**config.mk**
```make
export PLATFORM = sky130hd
export DESIGN_NAME = control_sequencer
export DESIGN_NICKNAME = d
export VERILOG_FILES = /design/src/rtl/ctrl_pkg.sv /design/src/rtl/instr_decoder.sv /design/src/rtl/control_sequencer.sv
export SDC_FILE = /design/constraint.sdc
export NUM_CORES = 1
export LEC_CHECK = 0
export CORE_UTILIZATION = 45
export CTS_CLUSTER_DIAMETER = 200
export CTS_CLUSTER_SIZE = 20
export DETAILED_ROUTE_END_ITERATION = 8
export GPL_TIMING_DRIVEN = 1
export MAX_ROUTING_LAYER = met4
export PLACE_DENSITY = 0.76
export SYNTH_ARGS = -nofsm -noshare
export SYNTH_HDL_FRONTEND = slang
export SYNTH_SLANG_ARGS = --single-unit
```
**constraint.sdc**
```tcl
create_clock -name clk -period 2 [get_ports clk]
set_clock_uncertainty 0.15 [all_clocks]
set_input_delay 0.4 -clock clk [delete_from_list [all_inputs] [get_ports clk]]
set_output_delay 0.4 -clock clk [all_outputs]
set_load 0.05 [all_outputs]
```
**src/rtl/ctrl_pkg.sv**
```systemverilog
// Shared types and instruction-field layout for the control sequencer and its decoder.
package ctrl_pkg;

  localparam int InstrWidth = 16;
  localparam int FieldWidth = 4;

  localparam int OpcodeLsb = 12;
  localparam int RdLsb     = 8;
  localparam int Rs1Lsb    = 4;
  localparam int Rs2Lsb    = 0;

  typedef enum logic [2:0] {
    ST_IDLE,
    ST_FETCH,
    ST_DECODE,
    ST_EXEC,
    ST_MEM,
    ST_WB,
    ST_HALT
  } state_e;

  typedef enum logic [3:0] {
    OP_NOP  = 4'h0,
    OP_ADD  = 4'h1,
    OP_SUB  = 4'h2,
    OP_AND  = 4'h3,
    OP_OR   = 4'h4,
    OP_LD   = 4'h5,
    OP_ST   = 4'h6,
    OP_JMP  = 4'h7,
    OP_HALT = 4'hF
  } opcode_e;

  typedef enum logic [2:0] {
    ALU_PASS = 3'd0,
    ALU_ADD  = 3'd1,
    ALU_SUB  = 3'd2,
    ALU_AND  = 3'd3,
    ALU_OR   = 3'd4
  } alu_op_e;

  // Coarse instruction class; the FSM branches only on this.
  typedef enum logic [2:0] {
    CLS_NOP,
    CLS_ALU,
    CLS_LD,
    CLS_ST,
    CLS_JMP,
    CLS_HALT
  } op_class_e;

endpackage

```
**src/rtl/instr_decoder.sv**
```systemverilog
// Combinational instruction decoder: splits an instruction word into class,
// register indices and ALU operation, and flags undefined opcodes.
module instr_decoder
  import ctrl_pkg::*;
(
  input  logic [InstrWidth-1:0] ir_i,
  output op_class_e             op_class_o,
  output logic [FieldWidth-1:0] rd_o,
  output logic [FieldWidth-1:0] rs1_o,
  output logic [FieldWidth-1:0] rs2_o,
  output alu_op_e               alu_op_o,
  output logic                  illegal_o
);

  logic [FieldWidth-1:0] opcode;

  assign opcode = ir_i[OpcodeLsb +: FieldWidth];
  assign rd_o   = ir_i[RdLsb     +: FieldWidth];
  assign rs1_o  = ir_i[Rs1Lsb    +: FieldWidth];
  assign rs2_o  = ir_i[Rs2Lsb    +: FieldWidth];

  always_comb begin
    op_class_o = CLS_NOP;
    alu_op_o   = ALU_PASS;
    illegal_o  = 1'b0;
    case (opcode)
      OP_NOP:  op_class_o = CLS_NOP;
      OP_ADD:  begin op_class_o = CLS_ALU; alu_op_o = ALU_ADD; end
      OP_SUB:  begin op_class_o = CLS_ALU; alu_op_o = ALU_SUB; end
      OP_AND:  begin op_class_o = CLS_ALU; alu_op_o = ALU_AND; end
      OP_OR:   begin op_class_o = CLS_ALU; alu_op_o = ALU_OR;  end
      OP_LD:   op_class_o = CLS_LD;
      OP_ST:   op_class_o = CLS_ST;
      OP_JMP:  op_class_o = CLS_JMP;
      OP_HALT: op_class_o = CLS_HALT;
      // 8..E execute as NOP but raise the illegal flag
      default: illegal_o = 1'b1;
    endcase
  end

endmodule

```
**src/rtl/control_sequencer.sv**
```systemverilog
// Multi-cycle control FSM: fetch, decode, execute, memory handshake and
// register write-back; sole owner of the PC and register-file write enable.
module control_sequencer
  import ctrl_pkg::*;
#(
  parameter int NumRegs    = 16,
  parameter int IndexWidth = $clog2(NumRegs),
  parameter int PcWidth    = 3
) (
  input  logic                  clk,
  input  logic                  rst_n,
  input  logic                  start,
  input  logic [InstrWidth-1:0] instr_i,
  output logic [PcWidth-1:0]    pc_o,
  output logic [IndexWidth-1:0] rf_raddr1_o,
  output logic [IndexWidth-1:0] rf_raddr2_o,
  output logic [IndexWidth-1:0] rf_waddr_o,
  output logic                  rf_we_o,
  output logic [2:0]            alu_op_o,
  output logic                  mem_req_o,
  output logic                  mem_we_o,
  input  logic                  mem_ack_i,
  output logic                  busy_o,
  output logic                  halted_o,
  output logic                  illegal_o
);

  state_e                  state_q, state_d;
  logic [PcWidth-1:0]      pc_q, pc_d, pc_inc;
  logic [InstrWidth-1:0]   ir_q, ir_d;
  logic [IndexWidth-1:0]   rs1_q, rs2_q, rd_q;
  alu_op_e                 alu_op_q;
  op_class_e               cls_q;
  logic                    ill_insn_q;
  logic                    illegal_q, illegal_d;

  op_class_e               dec_cls;
  logic [FieldWidth-1:0]   dec_rd, dec_rs1, dec_rs2;
  alu_op_e                 dec_alu_op;
  logic                    dec_illegal;

  // Decoding the next IR lets every decoded field be a register that is
  // already valid in DECODE and then stays frozen until the next FETCH.
  assign ir_d = (state_q == ST_FETCH) ? instr_i : ir_q;

  instr_decoder u_decoder (
    .ir_i       (ir_d),
    .op_class_o (dec_cls),
    .rd_o       (dec_rd),
    .rs1_o      (dec_rs1),
    .rs2_o      (dec_rs2),
    .alu_op_o   (dec_alu_op),
    .illegal_o  (dec_illegal)
  );

  always_ff @(posedge clk or negedge rst_n) begin
    if (!rst_n) begin
      state_q    <= ST_IDLE;
      pc_q       <= '0;
      ir_q       <= '0;
      rs1_q      <= '0;
      rs2_q      <= '0;
      rd_q       <= '0;
      alu_op_q   <= ALU_PASS;
      cls_q      <= CLS_NOP;
      ill_insn_q <= 1'b0;
      illegal_q  <= 1'b0;
    end else begin
      state_q    <= state_d;
      pc_q       <= pc_d;
      ir_q       <= ir_d;
      rs1_q      <= IndexWidth'(dec_rs1);
      rs2_q      <= IndexWidth'(dec_rs2);
      rd_q       <= IndexWidth'(dec_rd);
      alu_op_q   <= dec_alu_op;
      cls_q      <= dec_cls;
      ill_insn_q <= dec_illegal;
      illegal_q  <= illegal_d;
    end
  end

  assign pc_inc = pc_q + PcWidth'(1);

  always_comb begin
    state_d   = state_q;
    pc_d      = pc_q;
    illegal_d = illegal_q;
    case (state_q)
      ST_IDLE: begin
        if (start) begin
          state_d = ST_FETCH;
          pc_d    = '0;
        end
      end
      ST_FETCH:  state_d = ST_DECODE;
      ST_DECODE: begin
        state_d = ST_EXEC;
        // Set on entry to EXEC so the flag is visible during EXEC itself
        if (ill_insn_q) illegal_d = 1'b1;
      end
      ST_EXEC: begin
        case (cls_q)
          CLS_ALU:          state_d = ST_WB;
          CLS_LD, CLS_ST:   state_d = ST_MEM;
          CLS_JMP: begin
            state_d = ST_FETCH;
            pc_d    = ir_q[PcWidth-1:0];
          end
          CLS_HALT:         state_d = ST_HALT;
          default: begin
            state_d = ST_FETCH;
            pc_d    = pc_inc;
          end
        endcase
      end
      ST_MEM: begin
        if (mem_ack_i) begin
          if (cls_q == CLS_LD) begin
            state_d = ST_WB;
          end else begin
            state_d = ST_FETCH;
            pc_d    = pc_inc;
          end
        end
      end
      ST_WB: begin
        state_d = ST_FETCH;
        pc_d    = pc_inc;
      end
      ST_HALT: begin
        if (start) begin
          state_d   = ST_FETCH;
          pc_d      = '0;
          illegal_d = 1'b0;
        end
      end
      default: state_d = ST_IDLE;
    endcase
  end

  assign pc_o        = pc_q;
  assign rf_raddr1_o = rs1_q;
  assign rf_raddr2_o = rs2_q;
  assign rf_waddr_o  = rd_q;
  assign alu_op_o    = alu_op_q;
  assign rf_we_o     = (state_q == ST_WB);
  assign mem_req_o   = (state_q == ST_MEM);
  assign mem_we_o    = (state_q == ST_MEM) && (cls_q == CLS_ST);
  assign busy_o      = (state_q != ST_IDLE) && (state_q != ST_HALT);
  assign halted_o    = (state_q == ST_HALT);
  assign illegal_o   = illegal_q;

endmodule

```
Word level (Yosys, flattened, before mapping)
Cells that the tools add are included.
{ "op_classes": {"reduce_logical": 15, "muxes": 17, "addsub": 1, "eq_ne": 26} }
{ "op_table": {"columns": ["operator", "count"], "rows": [
  ["$pmux 3 s4", 2],
  ["$mux 3", 6],
  ["$pmux 3 s6", 1],
  ["$eq 4x3->1 const B", 4],
  ["$mux 16", 1],
  ["$eq 3x3->1 const B", 5],
  ["$pmux 3 s5", 1],
  ["$eq 3x2->1 const B", 4],
  ["$pmux 3 s3", 1],
  ["$reduce_or 9->1", 1],
  ["$eq 4x2->1 const B", 2],
  ["$ne 2x2->1 const B", 4],
  ["$reduce_or 4->1", 2],
  ["$eq 3x1->1 const B", 2],
  ["$pmux 3 s2", 1],
  ["$reduce_and 5->1", 1],
  ["$eq 4x1->1 const B", 1],
  ["$eq 4x4->1 const B", 1],
  ["$logic_not 4->1", 1],
  ["$ne 2x1->1 const B", 2],
  ["$reduce_bool 4->1", 1],
  ["$reduce_or 2->1", 2],
  ["$add 3x1->3 const B", 1],
  ["$logic_not 3->1", 1],
  ["other kinds (8)", 11]
]} }
{ "totals": {"input_bits": 20, "ff_bits": 42, "output_inout_bits": 24} }

Longest topological paths before layout
Gate-level depths: netlist (run 1).
{ "logic_depth": {"depth_word": 5, "mapped_depth": 7, "mapped_depth_nobuf": 5} }

By module
From an unflattened synthesis (run 1), not the netlist that was laid out.
{ "hier_totals": {"cells_unflattened": 145, "hier_area_um2": 1853.0} }
{ "modules_own_cells": {"columns": ["mod", "cells_per_inst", "n_inst", "area_each_um2"], "rows": [
  ["control_sequencer", 120, 1, 1669.1],
  ["instr_decoder", 25, 1, 183.9]
]} }

Least setup slack after synthesis (run 1)
Ideal clock, no wire load.
{ "synth_path": {"path_type": "reg-to-output", "startpoint": "register state_q[0]", "endpoint": "output mem_we_o", "slack_ns": -0.421, "t_arrival_ns": 1.871, "path_stages_with_launch": 4, "path_cell_list": "dfrtp_1 > clkbuf_1 > nor2_1 > and3_1"} }
{ "synth_between": {"elab_chain_len": 2} }
{ "synth_rtl": {"columns": ["item", "line_no", "source"], "rows": [
  ["start: declaration", "control_sequencer.sv:28", "state_e state_q, state_d;"],
  ["start signal: assignment", "control_sequencer.sv:69", "state_q <= state_d;"],
  ["$eq 3x3->1", null, null],
  ["named net mem_req_o", "control_sequencer.sv:20", "output logic mem_req_o,"],
  ["$logic_and 1x1->1", "control_sequencer.sv:148", "assign mem_we_o = (state_q == ST_MEM) && (cls_q == CLS_ST);"],
  ["end: declaration", "control_sequencer.sv:21", "output logic mem_we_o,"]
]} }
The timed path passes the listed nets, and every way through them passes these cells.

Worst setup path after layout (run 1)
{ "layout_path": {"startpoint": "register state_q[1]", "endpoint": "output mem_we_o"} }
{ "layout_between": {"elab_chain_len": 2} }
{ "layout_rtl": {"columns": ["item", "line_no"], "rows": [
  ["$eq 3x3->1", "control_sequencer.sv:148"],
  ["$logic_and 1x1->1", "control_sequencer.sv:148"]
]} }
Every way passes these cells.

==> results of run 1 <==
[sequential cells by signal, indices dropped and copies added, names as in the netlist]
name	cells
ir_q	7
alu_op_o	3
cls_q	3
pc_o	3
rf_raddr1_o	3
rf_raddr2_o	3
rf_waddr_o	3
state_q	3
ill_insn_q	1
illegal_o	1
[layer usage]
layer | routed length [um] | share of wire
met2 | 1730 | 0.52
met5 | 0 | 0
met4 | 70 | 0.021
met1 | 1390 | 0.42
met3 | 139 | 0.042
[power by group]
group | switching (mW) | internal [mW] | leakage, nW
logic | 1.53 | 1.18 | 0.597
registers | 0.189 | 0.892 | 0.361
clock network | 0.202 | 0.291 | 0.0443
total | 1.92 | 2.37 | 1.00
[through the flow]
stage | cell area [um^2] | cells
after detailed placement | 1960 | 221
final | 2220 | 241
after global placement | 1960 | 221
after floorplan | 1530 | 143
after global routing | 2220 | 241
after CTS | 2110 | 233
[final timing paths]
check	to	slack (ns)	from	cells after the start
setup reg to reg	cls_q[1]	0.07	state_q[1]	7
setup / recovery	mem_we_o	-0.01	state_q[1]	5
hold / removal	pc_o[2]	0.30	rst_n	2
min in group clk	rf_raddr1_o[1]	0.37	rf_raddr1_o[1]	1
max in group asynchronous	cls_q[0]	1.13	rst_n	2
hold reg to reg	rf_raddr1_o[1]	0.37	rf_raddr1_o[1]	1
[logic make-up (layout without fill, tap and decap cells)]
| group | after synthesis | after routing |
|---|---|---|
| xor gates and xnor gates | 3 | 3 |
| DFF | 30 | 30 |
| muxes | 16 | 16 |
| adders and majority gates | 1 | 1 |
| and+or+nand+nor | 42 | 42 |
| buffers and inverters | 25 | 79 |
| AOI/OAI and AO/OA | 26 | 26 |
[synth_stat cells (all sizes together)]
library cell	count
nor3	1
nand3b	2
a22oi	2
nor2	10
a22o	2
ha	1
a31oi	1
nor3b	4
nor4b	1
nor2b	7
xor2	2
nor4	1
buf	16
nand3	1
a211o	1
and3	1
inv	7
or2	1
a21oi	9
and3b	1
clkbuf	2
o2bb2ai	1
a32o	1
o211ai	1
mux2	12
nand2b	1
o211a	1
mux2i	4
nand2	9
dfrtp	30
and2	2
a21boi	1
o22ai	1
xnor2	1
o21ai	5
[cell usage in the layout, fill, tap and decap left out, types with 2 or more instances in the layout]
cell / count
o21ai_0: 3
mux2i_4: 3
mux2_2: 12
o21ai_1: 2
dfrtp_1: 30
nand2_1: 9
nor2_1: 9
a22oi_1: 2
nor2b_1: 6
a22o_1: 2
nor3b_1: 3
inv_1: 6
clkbuf_4: 5
a21oi_1: 9
buf_4: 36
buf_12: 5
nand3b_1: 2
buf_6: 4
clkdlybuf4s50_1: 19
[worst max-delay path, stage by stage (launching register included)]
cell      delay (ns)
dfrtp_1         0.41
buf_6           0.14
nand2b_4        0.15
nor2_4          0.10
and3_4          0.19
buf_12          0.13
[area by class of cell]
class                   instances  area share
repair buffers                 65       0.275
clock inverters                 1      0.0135
inverters                       7      0.0118
flip-flops and latches         30       0.338
multi-input cells              88       0.315
clock buffers                   6      0.0231
well taps                      44      0.0248
[timing repair]
item,in CTS,in global routing
endpoints found under the setup margin,3,8
resized for setup,8,10
gates cloned,0,1
pin swaps,0,2
setup buffers,5,7
==> impl_results.md, run 1 <==
- Distinct cell type count after synthesis: 41
- Final GP Congestion: 0.861
- Count of state elements after synthesis: 30
- Overall routing resource usage: 0.203
- H-tree levels: 2
- Lkg Pwr: 1.00 nW
- Mux contribution to synthesized area: 0.118
- Synth Area in Compound Gates: 0.111
- Max Slew Vio Count: 0
- Final wirelength: 3.33 mm
- Register area share after synthesis: 0.495
- Period minus WS final: 2.01 ns
- Nets: 218
- Crit share post-route: 1.01
- Max FO, Critical Path: 5
- Final Power: 4.29 mW
- CP Capture Type: primary output
- Synth area leaders: dfrtp_1 (50%), mux2_2 (8.9%), buf_4 (5.9%)
- Worst-skew pair later-pin latency: 0.33 ns
- Syn Nets: 164
- First-pass GRT wire length: 4.89 mm
- DIE AREA: 0.00361 mm^2
- Post-synthesis cell count: 143
- Reg clk slew, reported paths: 0.09 ns
- I/O Pins: 44
- CTS Buf Count: 5
- Setup_tns: -0.0175 ns
- Largest family of logic cells by synthesized area: simple AND/OR/NAND/NOR gates
- Layout cell share with drive strength beyond 1: 0.401
- Xor/xnor share of the synthesized area: 0.0173
- Tightest Pin Transition: 0.370 ns
- Synth Warn #: 0
- Met3 Track Usage GR: 0.0671
- Row count: 20
- F_max: 0.497 GHz
- Top cell type's share of synthesized area: 0.495
- Critical path launch point type: flop
- WL/cell: 13.8 um
- Status: complete, but fails checks
- Maximum vdd drop: 0.844 mV
- GR Layer Usage met1: 0.227
- Most used routing layer: met2
- Setup slack at placement: 0.0669 ns
- Reg area: 751 um^2
- Fin Hold WS: 0.299 ns
- DRT iter0 DRCs: 32
- Worst Path Arrival: 1.46 ns
- GR Overflow Total: 0
- Setup-failing EPs final: 2
- Slew margin rel.: 0.749
- Largest net degree at the start of global routing: 31
- Number of max-cap violations: 0
- CTS tree: yes
- N_diodes: 0
- DRT antenna net count: 0
- Sink Count: 30
- Die Ht: 60.1 um
- CP required: 1.45 ns
- First drt pass iteration count: 4
- Power per Cell Area: 1930 mW/mm^2
- Synthesized area per cell: 10.6 um^2
- Hold WC Path Type: in2async
- Via count: 1235
- Core Util, Final: 0.711
- CTS root buffer: clkbuf_4
- Routed vias/inst: 5.12
- Kind of critical path: reg2out
- Die X: 60.1 um
- IO Port Bufs: 43
- Met2 Use GR: 0.314
- Area share of fa/ha/maj cells after synthesis: 0.00825
- Cell accounting for the most synthesized area: dfrtp_1
- Unrepaired setup endpoints after global routing: yes
- Simple-Gate Fraction of Synth Area: 0.152
- Netlist Area Pre-Place: 0.00152 mm^2
- Failing checks: negative setup slack
- DRC violations left: 0
- Initial core utilization: 0.485
- Worst setup margin: -0.0122 ns
- CTS Hold Buffers Added: 0
- Post-DP HPWL: 2.17 mm
- Filler Cell Count: 228
- Hold Violations, Final: 0
- Core box area: 0.00313 mm^2
- Area grow syn2layout: 46.6%
- Clock tree buffer depth: 2
- Footprint of the multi-input gates: 699 um^2
- Initial antenna violation count: 0
- Vias in the first global route: 1113
Power figures use the tool's default switching activity.
==> run 2: changes to the inputs <==
--- a/config.mk
+++ b/config.mk
@@ -5,6 +5,7 @@
 export SDC_FILE = /design/constraint.sdc
 export NUM_CORES = 1
 export LEC_CHECK = 0
+export CAP_MARGIN = 20
 export CORE_UTILIZATION = 45
 export CTS_CLUSTER_DIAMETER = 200
 export CTS_CLUSTER_SIZE = 20
==> results of run 2 <==
Final layout, timing and power as in run 1 (identical DEF).
==> run 3: changes to the inputs <==
--- a/config.mk
+++ b/config.mk
@@ -12,7 +12,8 @@
 export DETAILED_ROUTE_END_ITERATION = 8
 export GPL_TIMING_DRIVEN = 1
 export MAX_ROUTING_LAYER = met4
-export PLACE_DENSITY = 0.76
+export PLACE_DENSITY = 0.73
 export SYNTH_ARGS = -nofsm -noshare
 export SYNTH_HDL_FRONTEND = slang
+export SYNTH_HIERARCHICAL = 1
 export SYNTH_SLANG_ARGS = --single-unit
==> run 3 against run 2 <==
  * Clock-buffer cell count unchanged
  * Critical path depth decreased by 1
  * Power increased by 7.6%
  * Final cell count rose by 1.2%
  * Hold slack improved by 0.049 ns
  * Sequential power increased by 35%
  * Synthesized area up 22%
  * The run still ends with negative setup slack left
  * Via count fell by 2.3%
  * Worst setup slack lost 0.027 ns
==> impl_results.md, run 3 <==
- Status: complete, but fails checks (unchanged)
- Failing checks: negative setup slack (unchanged)
- Worst setup margin: -0.0392 ns (was -0.0122 ns)
- Layout cell share with drive strength beyond 1: 0.393 (was 0.401)
- Final GP Congestion: 0.877 (was 0.861)
- Max reg flops: 16 (was 7)
- DRT iter0 DRCs: 41 (was 32)
- H-tree levels: 2 (unchanged)
- Period minus WS final: 2.04 ns (was 2.01 ns)
- Setup_tns: -0.0392 ns (was -0.0175 ns)
- Post-synth EDFFs: 0 (unchanged)
- Row count: 22 (was 20)
- Initial core utilization: 0.488 (was 0.485)
- Post-synth ARST share: 1.00 (unchanged)
- DR WL met2: 1.67 mm (was 1.73 mm)
- Initial antenna violation count: 0 (unchanged)
- Synth Warn #: 6 (was 0)
- Netlist Area Pre-Place: 0.00185 mm^2 (was 0.00152 mm^2)
- Core Util, Final: 0.646 (was 0.711)
- Hold Violations, Final: 0 (unchanged)
- Synth area leaders: dfrtp_1 (57%), mux2_2 (9.7%), buf_4 (5.3%) (was dfrtp_1 (50%), mux2_2 (8.9%), buf_4 (5.9%))
- DRT antenna net count: 0 (unchanged)
- R2r endpoint: pc_o[2] (was cls_q[1])
- Final Non-Filler Cells: 244 (was 241)
- Int Pwr: 2.63 mW (was 2.37 mW)
- Die Ht: 66.2 um (was 60.1 um)
- Net Sw Frac: 0.429 (was 0.448)
- Crit share post-route: 1.02 (was 1.01)
- Clock tree buffer depth: 2 (unchanged)
- Commonest non-fill, non-tap cell in the layout: dfrtp_1 (was buf_4)
- Power per Cell Area: 1880 mW/mm^2 (was 1930 mW/mm^2)
- Largest delay share family, worst path: simple AND/OR/NAND/NOR gates (unchanged)
- Worst stage delay on the critical path: 0.39 ns (was 0.41 ns)
- Dpl cells: 229 (was 221)
- Final wirelength: 3.29 mm (was 3.33 mm)
- Via count: 1207 (was 1235)
- Post-DP HPWL: 2.41 mm (was 2.17 mm)
- R2R depth: 6 (was 7)
- Maximum vdd drop: 0.795 mV (was 0.844 mV)
- Slew margin rel.: 0.773 (was 0.749)
- Worst Path Arrival: 1.49 ns (was 1.46 ns)
- CP required: 1.45 ns (about the same)
- Hold EP: ir_q[9]
- Worst-skew pair later-pin latency: 0.29 ns (was 0.33 ns)
- WP buf/inv: 2 (unchanged)
- Filler Cell Count: 300 (was 228)
- DRC violations left: 0 (unchanged)
- Overall routing resource usage: 0.178 (was 0.203)
- Clock share of power: 0.112 (was 0.115)
- Footprint of the multi-input gates: 684 um^2 (was 699 um^2)
- N_diodes: 0 (unchanged)
- Die X: 66.2 um (was 60.1 um)
- First-pass GRT wire length: 5.38 mm (was 4.89 mm)
- Reg clk slew, reported paths: 0.08 ns (was 0.09 ns)
- F_max: 0.490 GHz (was 0.497 GHz)
- Tightest Pin Transition: 0.339 ns (was 0.370 ns)
- Post-synthesis cell count: 145 (was 143)
- GR Overflow Total: 0 (unchanged)
- Distinct cell type count after synthesis: 41 (unchanged)
- Most common cell in the netlist: dfrtp_1 (unchanged)
- Final Power: 4.61 mW (was 4.29 mW)
- Top Metal Used: met4 (unchanged)
- Routed wl met3: 160 um (was 139 um)
- Kind of critical path: reg2out (unchanged)
- Setup slack at placement: 0.000939 ns (was 0.0669 ns)
- Routed vias/inst: 4.95 (was 5.12)
- Max FO, Critical Path: 6 (was 5)
- Lkg Pwr: 1.10 nW (was 1.00 nW)
- Register-to-Register Setup Slack: 0.09 ns (was 0.07 ns)
- Main synth FF type: dfrtp_1 (unchanged)
- Reg area: 0.00105 mm^2 (was 751 um^2)
- Register area share after synthesis: 0.567 (was 0.495)
- Cell accounting for the most synthesized area: dfrtp_1 (unchanged)
- Psw: 1.98 mW (was 1.92 mW)
- Seq pwr share: 0.315 (was 0.252)
- CTS tree: yes (unchanged)
- Synth cell count leaders: dfrtp_1 (42), mux2_2 (16), buf_4 (13), nand2_1 (8), o21ai_0 (7) (was dfrtp_1 (30), buf_4 (12), mux2_2 (12), nor2_1 (10))
- First drt pass iteration count: 4 (unchanged)
- WL/cell: 13.5 um (was 13.8 um)
- CTS root buffer: clkbuf_8 (was clkbuf_4)
- Number of max-cap violations: 0 (unchanged)
- Top cell type's share of synthesized area: 0.567 (was 0.495)
- Cell mode on critical path: buf_6
- Critical path launch point type: flop (unchanged)
- Setup crit start: state_q[1] (unchanged)
- Synthesized area per cell: 12.8 um^2 (was 10.6 um^2)
- Setup-failing EPs final: 1 (was 2)
- Unrepaired setup endpoints after global routing: yes (unchanged)
- Core box area: 0.00380 mm^2 (was 0.00313 mm^2)
- Commonest cells after routing, fill and taps aside: dfrtp_1 (41), buf_4 (32), clkdlybuf4s50_1 (18), mux2_2 (15) (was buf_4 (36), dfrtp_1 (30), clkdlybuf4s50_1 (19), mux2_2 (12))
- Crit-path cells: buf_6 -> and2b_2 -> or3_1 -> buf_6 (was buf_6 -> nand2b_4 -> nor2_4 -> and3_4 -> buf_12)
- Syn Nets: 166 (was 164)
- Hold_sp: ir_q[9]
- Worst path slowest cell: dfrtp_1 (unchanged)
- Hold WC Path Type: reg2reg (was in2async)
- Count of state elements after synthesis: 42 (was 30)
- CP Capture Type: primary output (unchanged)
- Sink Count: 42 (was 30)
- CTS Buf Count: 5 (unchanged)
- Largest net degree at the start of global routing: 17 (was 31)
- DIE AREA: 0.00438 mm^2 (was 0.00361 mm^2)
- Max Slew Vio Count: 0 (unchanged)
- Worst hold path cell count: 1
- I/O Pins: 44 (unchanged)
- Area grow syn2layout: 32.5% (was 46.6%)
- Reg2Reg Launch Point: state_q[1] (unchanged)
- Biggest register: ir_q (unchanged)
- Nets: 216 (was 218)
- Vias in the first global route: 1191 (was 1113)
- IO Port Bufs: 43 (unchanged)
- Combinational fraction of design power: 0.572 (was 0.633)
- M1 wire length: 1.40 mm (was 1.39 mm)
-- run 3: changes by cell type after synthesis, sizes merged, moves of 2 or more --
cell    before  now
dfrtp       30   42
a21oi        9    2
mux2        12   19
nor2        10    4
inv          7    3
o21ai        5    8
a22o         2    0
a22oi        2    0
and3         1    3
clkbuf       2    0
nand4        0    2
nor2b        7    5
nor3         1    3
or3          0    2
-- run 3: through the flow --
stage / cell area [um^2] / hold WS [ns]
detailed placement: 2280 / 0.166
floorplan: 1870 / -0.0456
global placement: 2280 / 0.163
CTS: 2420 / 0.353
global route: 2450 / 0.375
finish: 2450 / 0.348
-- run 3: kinds of logic (layout without fill, tap and decap cells) --
family / after synthesis / in the layout / share of synthesized area
AO/OA/AOI/OAI: 16 / 16 / 0.0554
XOR/XNOR: 3 / 3 / 0.0142
adder cells (fa/ha/maj): 2 / 2 / 0.0122
buffers and inverters: 20 / 71 / 0.0797
flip-flops: 42 / 42 / 0.567
multiplexers: 22 / 22 / 0.132
AND/OR/NAND/NOR: 40 / 40 / 0.140
-- run 3: power by group through the flow --
stage / Combinational (mW) / Clock (mW) / Sequential (mW)
global route: 2.83 / 0.572 / 1.50
detailed placement: 2.49 / 0 / 1.47
CTS: 2.59 / 0.537 / 1.46
finish: 2.64 / 0.518 / 1.46
floorplan: 1.51 / 0 / 2.03
global placement: 2.44 / 0 / 1.45
-- run 3: metal layers --
layer,global-route usage,vias up
met5,-,-
met4,0.0718,0
met3,0.0552,7
met2,0.292,34
met1,0.203,581
li1,-,585
-- run 3: cell type report --
type | count | share of cell area
repair buffers | 60 | 0.228
inverters | 3 | 0.00459
clock buffers | 6 | 0.0296
well taps | 48 | 0.0245
clock inverters | 2 | 0.00561
multi-input cells | 83 | 0.279
flip-flops and latches | 42 | 0.429
-- run 3: how the worst max path moves through the flow --
stage / cells after the start / end
6_report: 4 / busy_o
2_1_floorplan: 7 / cls_q[0]
4_1_cts: 4 / busy_o
5_1_grt: 4 / busy_o
3_3_place_gp: 5 / pc_o[2]
3_5_place_dp: 5 / pc_o[2]
-- run 3: timing repair --
action / CTS / global route
hold buffers: 1 / 0
setup buffers: 4 / 2
cloned: 0 / 0
pin swaps: 0 / 3
resized for setup: 5 / 6
setup endpoints to repair: 3 / 7
hold endpoints to repair: 13 / 0
